===== src/rtl/logs_iterate_multi.sv =====
`default_nettype none
// ============================================================================
//  Module   : logs_iterate_multi
//  Purpose  : Multi-channel fixed-point logistic map x <= r*x*(1-x) sharing
//             one serial shift-and-add multiplier, serviced round-robin.
//  Revision : 1.0 - initial release
// ============================================================================
module logs_iterate_multi #(
    parameter int FRAC      = 8,
    parameter int R_INT     = 2,
    parameter int CHANNELS  = 4,
    parameter int SATURATE  = 1,
    parameter int INITIAL_X = 1 << (FRAC - 4),
    localparam int RW       = R_INT + FRAC,
    localparam int CW       = (CHANNELS > 1) ? $clog2(CHANNELS) : 1
) (
    input  logic                     clk,
    input  logic                     reset,
    input  logic                     enable,
    input  logic [CHANNELS*RW-1:0]   r_all,
    input  logic                     load,
    input  logic [CW-1:0]            load_ch,
    input  logic [FRAC-1:0]          load_x,
    output logic [CHANNELS*FRAC-1:0] x_all,
    output logic                     next_ready,
    output logic [CW-1:0]            next_ch
);

    localparam int ACCW = R_INT + 2*FRAC;
    localparam int KW   = $clog2(2*FRAC + 3);

    localparam logic [KW-1:0]   c_K_MUL2   = KW'(FRAC + 1);
    localparam logic [KW-1:0]   c_K_LAST   = KW'(2*FRAC + 2);
    localparam logic [CW:0]     c_NCH      = (CW+1)'(CHANNELS);
    localparam logic [CW-1:0]   c_CH_LAST  = CW'(CHANNELS - 1);
    localparam logic [FRAC-1:0] c_INIT_X   = FRAC'(INITIAL_X);

    logic [FRAC-1:0] r_x [CHANNELS];
    logic [KW-1:0]   r_k;
    logic [CW-1:0]   r_ch;
    logic [ACCW-1:0] r_a;
    logic [ACCW-1:0] r_acc;
    logic [FRAC-1:0] r_b;
    logic            r_abort;
    logic            r_next_ready;
    logic [CW-1:0]   r_next_ch;

    logic [FRAC-1:0]  w_x_cur;
    logic [RW-1:0]    w_r_cur;
    logic             w_load_ok;
    logic             w_hit;
    logic [FRAC-1:0]  w_p;
    logic [R_INT-1:0] w_int;
    logic [FRAC-1:0]  w_result;

    always_comb begin
        w_x_cur = '0;
        w_r_cur = '0;
        for (int c = 0; c < CHANNELS; c++) begin
            if (r_ch == CW'(c)) begin
                w_x_cur = r_x[c];
                w_r_cur = r_all[c*RW +: RW];
            end
        end
    end

    assign w_load_ok = load && ({1'b0, load_ch} < c_NCH);
    assign w_hit     = w_load_ok && (load_ch == r_ch);
    assign w_p       = r_acc[2*FRAC-1:FRAC];
    assign w_int     = r_acc[ACCW-1:2*FRAC];
    assign w_result  = ((SATURATE != 0) && (w_int != '0)) ? '1 : w_p;

    always_ff @(posedge clk) begin
        if (reset) begin
            for (int c = 0; c < CHANNELS; c++) begin
                r_x[c] <= c_INIT_X;
            end
            r_k          <= '0;
            r_ch         <= '0;
            r_a          <= '0;
            r_b          <= '0;
            r_acc        <= '0;
            r_abort      <= 1'b0;
            r_next_ready <= 1'b0;
            r_next_ch    <= '0;
        end else begin
            r_next_ready <= 1'b0;
            if (enable) begin
                if (r_k == '0) begin
                    // ~x stands in for 1-x (off by one LSB)
                    r_a   <= ACCW'(w_x_cur);
                    r_b   <= ~w_x_cur;
                    r_acc <= '0;
                    r_k   <= r_k + 1'b1;
                end else if (r_k == c_K_MUL2) begin
                    r_a   <= ACCW'(w_r_cur);
                    r_b   <= w_p;
                    r_acc <= '0;
                    r_k   <= r_k + 1'b1;
                end else if (r_k == c_K_LAST) begin
                    if (!r_abort && !w_hit) begin
                        r_x[r_ch]    <= w_result;
                        r_next_ready <= 1'b1;
                        r_next_ch    <= r_ch;
                    end
                    r_ch <= (r_ch == c_CH_LAST) ? '0 : r_ch + 1'b1;
                    r_k  <= '0;
                end else begin
                    r_acc <= r_acc + (r_b[0] ? r_a : '0);
                    r_a   <= r_a << 1;
                    r_b   <= r_b >> 1;
                    r_k   <= r_k + 1'b1;
                end
            end

            // A channel counts as in flight once k has left 0, or at k=0 when capture happens now
            if (w_hit && ((r_k != '0) || enable)) begin
                r_abort <= 1'b1;
            end else if (enable && (r_k == '0)) begin
                r_abort <= 1'b0;
            end

            // Placed last so a seed overrides a same-edge writeback
            if (w_load_ok) begin
                r_x[load_ch] <= load_x;
            end
        end
    end

    for (genvar c = 0; c < CHANNELS; c++) begin : g_xout
        assign x_all[c*FRAC +: FRAC] = r_x[c];
    end

    assign next_ready = r_next_ready;
    assign next_ch    = r_next_ch;

endmodule
`default_nettype wire


===== config.mk =====
export PLATFORM = sky130hd
export DESIGN_NAME = logs_iterate_multi
export DESIGN_NICKNAME = d
export VERILOG_FILES = /design/src/rtl/logs_iterate_multi.sv
export SDC_FILE = /design/constraint.sdc
export NUM_CORES = 1
export LEC_CHECK = 0
export BUFFER_PORTS_ARGS = -buffer_cell sky130_fd_sc_hd__buf_4
export CAP_MARGIN = 20
export CORE_UTILIZATION = 50
export DETAILED_ROUTE_END_ITERATION = 8
export PLACE_DENSITY = 0.79
export SLEW_MARGIN = 10
export SYNTH_ARGS = -nofsm -noshare
export SYNTH_HDL_FRONTEND = slang
export SYNTH_SLANG_ARGS = --single-unit

===== constraint.sdc =====
create_clock -name clk -period 2.5 [get_ports clk]
set_input_delay 0.125 -clock clk [delete_from_list [all_inputs] [get_ports clk]]
set_output_delay 0.125 -clock clk [all_outputs]
set_load 0.005 [all_outputs]

==> results.txt, run 1 <==
max-cap violation count: 0
reg2reg path depth: 9
adder-cell share of the synthesized area: 6.40%
Synth Area in Compound Gates: 23.9%
post-synth design cell area: 5200 µm²
WS Path Type: flop to flop
post-synthesis sequential element count: 87
Slew HR: 65.7%
worst slew pin tran: 0.515 ns
grt met2 use: 46.5%
Startpoint Class: flop
largest stage delay on the critical path: 0.37 ns
overall routing resource usage: 27.8%
Synth Area in Simple Gates: 23.3%
Fillers: 805
drt drc: 0
Clk Latency, worst-skew pair: 0.38 ns
Die H: 104 µm
Max IR drop VDD: 0.000399 V
total CTS buffers: 9
port bufs: 88
Initial Util: 52.5%
Post-DRT Antenna Nets: 0
most used cell, CP: nand2_1
Slowest-stage cell, CP: dfxtp_1
clock-pin transition on the worst setup and hold timing paths: 0.10 ns
syn nets: 697
sequential cell area: 2070 µm²
die area: 10800 µm²
GRT Max-Usage Layer: met2
sequential share of the synthesized area: 39.6%
number of flops mapped to enable cells by yosys: 32
Final period util: 96.3%
CTS tree: yes
run status: finished, final reports clean
post-synthesis mux area share: 0.577%
Vias/cell: 6.13
gr ovfl total: 0
met3 Use GR: 3.01%
Die W: 104 µm
Worst Setup SP: r_k[0]$_SDFFE_PP0P_
YS warnings: 0
reg-to-reg startpoint: r_k[0]$_SDFFE_PP0P_
layout cells sized above 1: 24.6%
GPL Wtd Cong: 0.930
Critical Path RT: 2.53 ns
CTS sink count: 87
Worst Setup EP: r_x[0][5]$_DFFE_PP_
setup TNS: 0 ns
vias in the first global route: 5087
Setup Viol. Count Final: 0
CP max FO: 8
area delta synth->final: 26.2%
crit-path cells: inv_1 -> ha_1 -> nor4bb_4 -> nand2_1 -> nor3_4 -> nand2b_1 -> inv_2 -> nand3_2 -> nand2_1
Clock Tree Buf Depth: 2
most used flip-flop cell after synthesis: dfxtp_1
Clock Tree Root: clkbuf_8
critical path endpoint category: flop
largest net degree at the start of global routing: 39
worst hold margin: 0.00842 ns
total power: 3.01 mW
initial antenna violation count: 0
grt met1 use: 35.9%
Arr. time, crit path: 2.43 ns
main combinational cell family by area after synthesis: compound AO/OA/AOI/OAI gates
Clock H-tree levels: 3
RR Endpoint: r_x[0][5]$_DFFE_PP_
DP HPWL: 11.0 mm
WL/cell: 17.7 µm
via count: 5245
Pleak: 2.57 nW
Final Hold Fails: 0
routed wire length: 15.1 mm
RSZ-0062 raised after global routing: yes
post-synth cell types: 61
final slew viol count: 0
f_max: 416 MHz
worst-case clock skew: 0.0174 ns
Worst R2R Setup Slack: 0.09 ns
worst hold path class: input pin to flop
Post-Syn Area per Cell: 8.43 µm²
antenna cells: 0
cell area power density: 458 nW/µm²
minimum clock period: 2.41 ns
Post-Synthesis Cells: 617
area occupied by multi-input gates: 3080 µm²
xor/xnor share of the synthesized area: 2.36%
Initial DRC Count: 402
Cell Rows: 36
post-synthesis async set-or-reset flop share: 0%
I/O pins: 89
first drt pass iteration count: 5
Final nets: 798
core area: 9910 µm²
first-pass GRT wire length: 24.5 mm
==> worst min-delay path by stage <==
stage                    from                 endpoint  cells after the start
floorplan           load_x[0]      r_x[3][0]$_DFFE_PP_                      2
global placement        reset     r_ch[1]$_SDFFE_PP0P_                      2
CTS                     reset     r_ch[0]$_SDFFE_PP0P_                      2
finish                  reset  next_ch[0]$_SDFFE_PP0P_                      2
detailed placement      reset     r_ch[0]$_SDFFE_PP0P_                      2
global route            reset  next_ch[0]$_SDFFE_PP0P_                      2
==> cell type report <==
class	count	share of cell area, %
Clock buffer	9	1.89
Clock inverter	7	1.01
Inverter	12	0.686
Multi-Input combinational cell	480	46.8
Sequential cell	87	31.5
Tap cell	133	2.53
Timing Repair Buffer	128	15.6
==> critical path: cells and delay by family (launching register included) <==
family,cells,cell delay [ns]
buffers and inverters,2,0.25
adder cells (fa/ha/maj),1,0.16
flip-flops,1,0.37
AND/OR/NAND/NOR,6,1.30
==> layout by cell type (no fill, tap or decap), types with 3 or more instances in the layout <==
cell	synthesis	routed
buf_12	0	5
ha_1	25	18
xor2_1	6	6
a211oi_1	11	10
nor2b_1	19	19
nor3_2	1	3
ha_4	0	5
nand4_1	3	3
o21ai_0	48	44
inv_1	11	10
or3_1	5	5
mux2i_1	3	3
a221oi_1	16	16
a21oi_1	63	62
dfxtp_1	55	54
edfxtp_1	32	32
nor2_1	69	69
xnor2_1	8	8
and3_1	4	4
nor3_1	24	22
o211ai_1	3	3
o2111ai_1	3	3
nand2_1	67	66
o31ai_1	8	8
inv_6	0	5
a21o_1	4	4
nand2b_1	8	7
a22oi_1	20	20
and2_1	19	19
clkbuf_8	0	9
nand3_1	10	9
buf_4	1	123
==> flip-flops by register name (all words and copies together), names as in the netlist <==
name / cells
r_ch: 2
next_ready: 1
r_x: 32
next_ch: 2
r_a: 18
r_abort: 1
r_b: 8
r_k: 5
r_acc: 18
==> synth_stat cells, types with 16 or more instances <==
cell type  number  area share (%)
edfxtp_1       32              18
a21oi_1        63             6.1
nor3_1         24             2.3
and2_1         19             2.3
nor2b_1        19             2.3
nand2_1        67             4.8
a221oi_1       16             2.7
a22oi_1        20             2.9
nor2_1         69             5.0
clkbuf_1       29             2.1
dfxtp_1        55              21
ha_1           25             6.0
o21ai_0        48             4.6
==> through the flow <==
step	utilization [%]	cell area (µm²)	setup slack, ns	instances
6_report	66.3	6570	0.0933	856
2_1_floorplan	-	5220	0.00291	617
5_1_grt	66.3	6570	-0.0130	856
4_1_cts	65.4	6480	0.00214	855
3_3_place_gp	63.1	6250	0.0578	839
3_5_place_dp	63.1	6250	-0.0731	839
==> power by group <==
| group | switching [mW] | internal, mW | leakage, nW | total [mW] |
|---|---|---|---|---|
| sequential | 0.0493 | 1.54 | 0.758 | 1.58 |
| clock | 0.594 | 0.394 | 0.0995 | 0.987 |
| combinational | 0.226 | 0.212 | 1.71 | 0.437 |
| total | 0.869 | 2.14 | 2.57 | 3.01 |
==> routing by layer <==
| layer | share of wire (%) | vias up |
|---|---|---|
| met3 | 7.5 | 44 |
| met4 | 3.2 | 0 |
| met2 | 48 | 266 |
| met1 | 41 | 2486 |
| li1 | - | 2449 |
| met5 | 0 | - |
==> kinds of logic after synthesis <==
kind of cell	Yosys count
mux	3
xor+xnor	14
fa+ha+maj	26
compound gates	194
buf+inv	50
simple gates	243
flops	87
==> timing repair <==
action,in CTS,in global routing
setup endpoints to repair,3,11
resized for setup,7,20
setup buffers,0,1
pin swaps,1,7
hold buffers,0,0
Power figures use the tool's default switching activity.
==> run 2: changes to the inputs <==
CORE_ASPECT_RATIO = 2   (was unset)
GPL_ROUTABILITY_DRIVEN = 0   (was unset)
==> run 2 against run 1 <==
Worst setup slack got worse by 0.055 ns. Sequential cell count stayed put. Die area up 0.23%. Highest routed layer unchanged. Largest power group unchanged.
==> results.txt, run 2 (synthesized netlist as in run 1, its figures left out) <==
Clock Tree Root: clkbuf_16
layout cells sized above 1: 24.5%
RR Endpoint: r_acc[14]$_SDFFE_PP0P_
Initial Util: 51.6%
worst hold margin: 0.0992 ns
core area: 10100 µm²
Final nets: 798
HP Start: load_x[3]
Post-DRT Antenna Nets: 0
initial antenna violation count: 0
largest net degree at the start of global routing: 37
grt met2 use: 54.6%
max-cap violation count: 0
Hold Crit Depth: 3
routed wire length: 15.5 mm
Arr. time, crit path: 2.66 ns
hold endpoint: r_x[1][3]$_DFFE_PP_
CTS tree: yes
Largest register FFs: 32
largest stage delay on the critical path: 0.38 ns
Slowest-stage cell, CP: dfxtp_4
cell area power density: 510 nW/µm²
Initial DRC Count: 347
overall routing resource usage: 29.3%
Clk Latency, worst-skew pair: 0.34 ns
gr ovfl total: 0
Final Hold Fails: 0
Setup Viol. Count Final: 0
f_max: 406 MHz
NetSw: 0.808 mW
area delta synth->final: 27.6%
port bufs: 88
I/O pins: 89
Clock Tree Buf Depth: 2
Top reg by flops: r_x
hold_buf cts: 0
final slew viol count: 0
Clock H-tree levels: 3
die area: 10800 µm²
Slew HR: 65.5%
sequential power share: 46.9%
placed insts: 840
DP HPWL: 11.6 mm
CP max FO: 6
Setup WS post-layout: 0.0385 ns
grt met1 use: 28.2%
antenna cells: 0
Die W: 74.1 µm
reg-to-reg startpoint: r_b[0]$_SDFFE_PP0P_
crit-path cells: and2_1 -> ha_2 -> inv_1 -> fa_1 -> nand2b_1 -> a21oi_2 -> o211ai_1 -> o21ai_1 -> buf_4 -> o21a_1 -> or3_1 -> nand3_1
via count: 5139
worst hold path class: input pin to flop
minimum clock period: 2.46 ns
total CTS buffers: 9
RSZ-0062 raised after global routing: yes
CP top delay family: compound AO/OA/AOI/OAI gates
P_int: 2.57 mW
Worst Setup SP: r_b[0]$_SDFFE_PP0P_
Die H: 146 µm
Critical Path RT: 2.70 ns
reg2reg path depth: 12
Vias/cell: 5.99
Comb power frac: 13.1%
Final period util: 98.5%
Startpoint Class: flop
Worst R2R Setup Slack: 0.04 ns
CTS sink count: 87
met3 Use GR: 4.76%
WS Path Type: flop to flop
Cell Rows: 52
run status: finished, final reports clean
biggest registers after layout: r_x: 32 flops, r_a: 18 flops, r_acc: 18 flops
DP Area: 6230 µm²
WL/cell: 18.0 µm
worst slew pin tran: 0.516 ns
final instance area: 6640 µm²
Final Core Density: 65.8%
Pleak: 2.61 nW
first-pass GRT wire length: 24.3 mm
first drt pass iteration count: 5
clock-pin transition on the worst setup and hold timing paths: 0.06 ns
Buf+Inv Stages, Crit Path: 2
most common cell after layout, fill and taps aside: buf_4
sw frac: 23.9%
commonest cells after routing, fill and taps aside: buf_4, nor2_1, nand2_1
worst-case clock skew: 0.00636 ns
Max IR drop VDD: 0.000353 V
GRT Max-Usage Layer: met2
vias in the first global route: 5193
Place WS: -0.105 ns
Finished Layout Cells: 858
drt drc: 0
critical path endpoint category: flop
clock network power share: 40.0%
[run 2: cell count changes in the layout (fill, tap and decap cells not counted), moves of 3 or more]
cell | before | now
o21ai_0 | 44 | 40
inv_6 | 5 | 0
a21oi_2 | 0 | 3
clkinv_2 | 0 | 3
clkbuf_8 | 9 | 2
clkbuf_16 | 0 | 9
and2_4 | 0 | 3
o21ai_1 | 2 | 7
and2_1 | 19 | 16
[run 2: per-stage QoR]
| step | TNS, ns | total power [mW] |
|---|---|---|
| final | 0 | 3.38 |
| after floorplan | 0 | 1.81 |
| after detailed placement | -0.216 | 2.04 |
| after CTS | 0 | 3.38 |
| after global placement | -0.0173 | 2.02 |
| after global routing | -0.146 | 3.51 |
[run 2: cell type report]
cell class                 instances  area (µm²)
fill                             823        3450
clock inverter                     4        45.0
timing repair buffer             128        1010
clock buffer                      12         256
sequential                        87        2070
inverter                          12        45.0
tap                              135         169
multi-input combinational        480        3040
[run 2: how the worst max path moves through the flow]
stage	endpoint	cells past startpoint	slack, ns
2_1_floorplan	r_acc[17]$_SDFFE_PP0P_	10	0.003
3_3_place_gp	r_acc[10]$_SDFFE_PP0P_	11	-0.02
3_5_place_dp	r_acc[10]$_SDFFE_PP0P_	11	-0.11
4_1_cts	r_x[2][2]$_DFFE_PP_	9	0.003
5_1_grt	r_acc[14]$_SDFFE_PP0P_	12	-0.05
6_report	r_acc[14]$_SDFFE_PP0P_	12	0.04
[run 2: worst min-delay path: stages]
cell and delay, ns:
buf_4 0.10, nand2_1 0.04, o21ai_0 0.06
[run 2: metal layers]
| metal | vias up | part of all wire [%] |
|---|---|---|
| met5 | - | 0 |
| met4 | 0 | 5.2 |
| met3 | 62 | 4.3 |
| met2 | 208 | 56 |
| met1 | 2425 | 34 |
| li1 | 2444 | - |
[run 2: what timing repair did]
item | 4_1_cts | 5_1_grt
hold endpoints to repair | 0 | 0
endpoints found under the setup margin | 5 | 53
pin swaps | 0 | 8
gates resized for setup | 3 | 30
setup buffers | 0 | 2
[run 2: power groups by stage]
stage                     logic [mW]  clock network [mW]  registers, mW
final                          0.443                1.35           1.59
after CTS                      0.428                1.37           1.58
after global routing           0.483                1.43           1.59
after floorplan                0.204                   0           1.60
after global placement         0.413                   0           1.61
after detailed placement       0.425                   0           1.61
==> run 3: changes to the inputs <==
CORE_ASPECT_RATIO = 1.1   (was 2)
==> run 3 against run 2 <==
Clock-buffer cell count shrank 3. First-iteration DRC count grew 14%. Highest routed layer unchanged. Largest power group unchanged. Sequential share of layout area grew 0.63 points. Wire length shrank 3.8%. Register-to-register slack gained 0.02 ns. Critical path depth shrank 3. Critical path type unchanged. Via count shrank 1.6%. Non-clock buffer count shrank 2. Cell count shrank 2.1%. Core utilization shrank 0.74 points. Sequential power is essentially flat.
==> results.txt, run 3 (synthesized netlist as in run 1, its figures left out) <==
WL/cell: 17.7 µm
overall routing resource usage: 28.2%
worst-case clock skew: 0.0129 ns
Initial Util: 52.1%
DP HPWL: 11.0 mm
CTS sink count: 87
CTS tree: yes
Finished Layout Cells: 840
Vias/cell: 6.02
port bufs: 88
DP Area: 6230 µm²
vias in the first global route: 4946
worst hold margin: 0.0591 ns
gr ovfl total: 0
Clock Tree Root: clkbuf_8
worst slew pin tran: 0.512 ns
WS Path Type: flop to flop
final slew viol count: 0
clock-pin transition on the worst setup and hold timing paths: 0.09 ns
postcts setup bufs: 0
first-pass GRT wire length: 23.8 mm
cell area power density: 444 nW/µm²
Final period util: 97.7%
largest net degree at the start of global routing: 33
Pleak: 2.53 nW
CP max FO: 8
Hold Crit Depth: 2
worst hold path class: input pin to flop
biggest registers after layout: r_x: 32 flops, r_a: 18 flops, r_acc: 18 flops
I/O pins: 89
via count: 5056
Max IR drop VDD: 0.000404 V
Fillers: 813
routed wire length: 14.9 mm
Die H: 109 µm
Critical Path RT: 2.74 ns
reg2reg path depth: 9
Arr. time, crit path: 2.69 ns
Cell Rows: 38
run status: finished, final reports clean
placed insts: 825
Largest register FFs: 32
minimum clock period: 2.44 ns
final instance area: 6500 µm²
Slew HR: 65.7%
drt drc: 0
Clk Latency, worst-skew pair: 0.37 ns
max-cap violation count: 0
core area: 9980 µm²
Post-DRT Antenna Nets: 0
layout cells sized above 1: 23.5%
Setup Viol. Count Final: 0
f_max: 409 MHz
initial antenna violation count: 0
most common cell after layout, fill and taps aside: buf_4
Final Hold Fails: 0
Startpoint Class: flop
Clock H-tree levels: 3
Initial DRC Count: 397
die area: 10800 µm²
total CTS buffers: 9
critical path endpoint category: flop
Clock Tree Buf Depth: 2
total power: 2.89 mW
Die W: 99.3 µm
antenna cells: 0
setup TNS: 0 ns
area delta synth->final: 24.9%
Top reg by flops: r_x
commonest cells after routing, fill and taps aside: buf_4, nor2_1, nand2_1
first drt pass iteration count: 5
Final nets: 796
-- run 3: critical path, cell delays in order, from the launching register on --
cell and delay [ns]:
dfxtp_4 0.37, and2_1 0.18, ha_4 0.22, and4_4 0.20, a221o_1 0.36, a31o_4 0.22, a31o_4 0.26, a21o_1 0.17
a221oi_2 0.27, a31oi_1 0.07
-- run 3: per-layer routing --
layer	vias to the layer above	wire (µm)	GRT usage, %
met5	-	0	0
met1	2377	6140	34.4
met2	215	7470	49.9
met3	19	1040	5.32
met4	0	245	9.66
li1	2445	-	-
-- run 3: worst paths after layout --
check                                         start                endpoint  slack [ns]
worst max-delay path            r_b[0]$_SDFFE_PP0P_  r_acc[17]$_SDFFE_PP0P_        0.06
worst min-delay path                          reset    r_ch[1]$_SDFFE_PP0P_        0.06
worst max register to register  r_b[0]$_SDFFE_PP0P_  r_acc[17]$_SDFFE_PP0P_        0.06
worst min register to register  r_a[6]$_SDFFE_PP0P_     r_a[6]$_SDFFE_PP0P_        0.47
-- run 3: area by class of cell --
class | instances | area [µm²] | share of cell area (%)
clock buffer | 9 | 124 | 1.91
clock inverter | 6 | 36.3 | 0.559
inverter | 12 | 45.0 | 0.693
multi-input combinational | 480 | 3070 | 47.2
sequential | 87 | 2070 | 31.8
tap | 120 | 150 | 2.31
timing repair buffer | 126 | 1010 | 15.5
-- run 3: stage by stage --
step                      utilization [%]  setup WS [ns]
after detailed placement             62.4        -0.0522
after global routing                 65.1       -0.00317
after global placement               62.4         0.0283
after floorplan                         -        0.00291
final                                65.1         0.0579
after CTS                            64.0        0.00564
-- run 3: timing repair --
action | 4_1_cts | 5_1_grt
resized for setup | 3 | 22
setup endpoints to repair | 3 | 35
pin swaps | 1 | 5
gates cloned | 0 | 0
hold buffers | 0 | 0
-- run 3: where the power goes --
| group | internal, mW | switching (mW) | total, mW |
|---|---|---|---|
| clock network | 0.353 | 0.515 | 0.867 |
| registers | 1.53 | 0.0499 | 1.58 |
| logic | 0.210 | 0.224 | 0.434 |
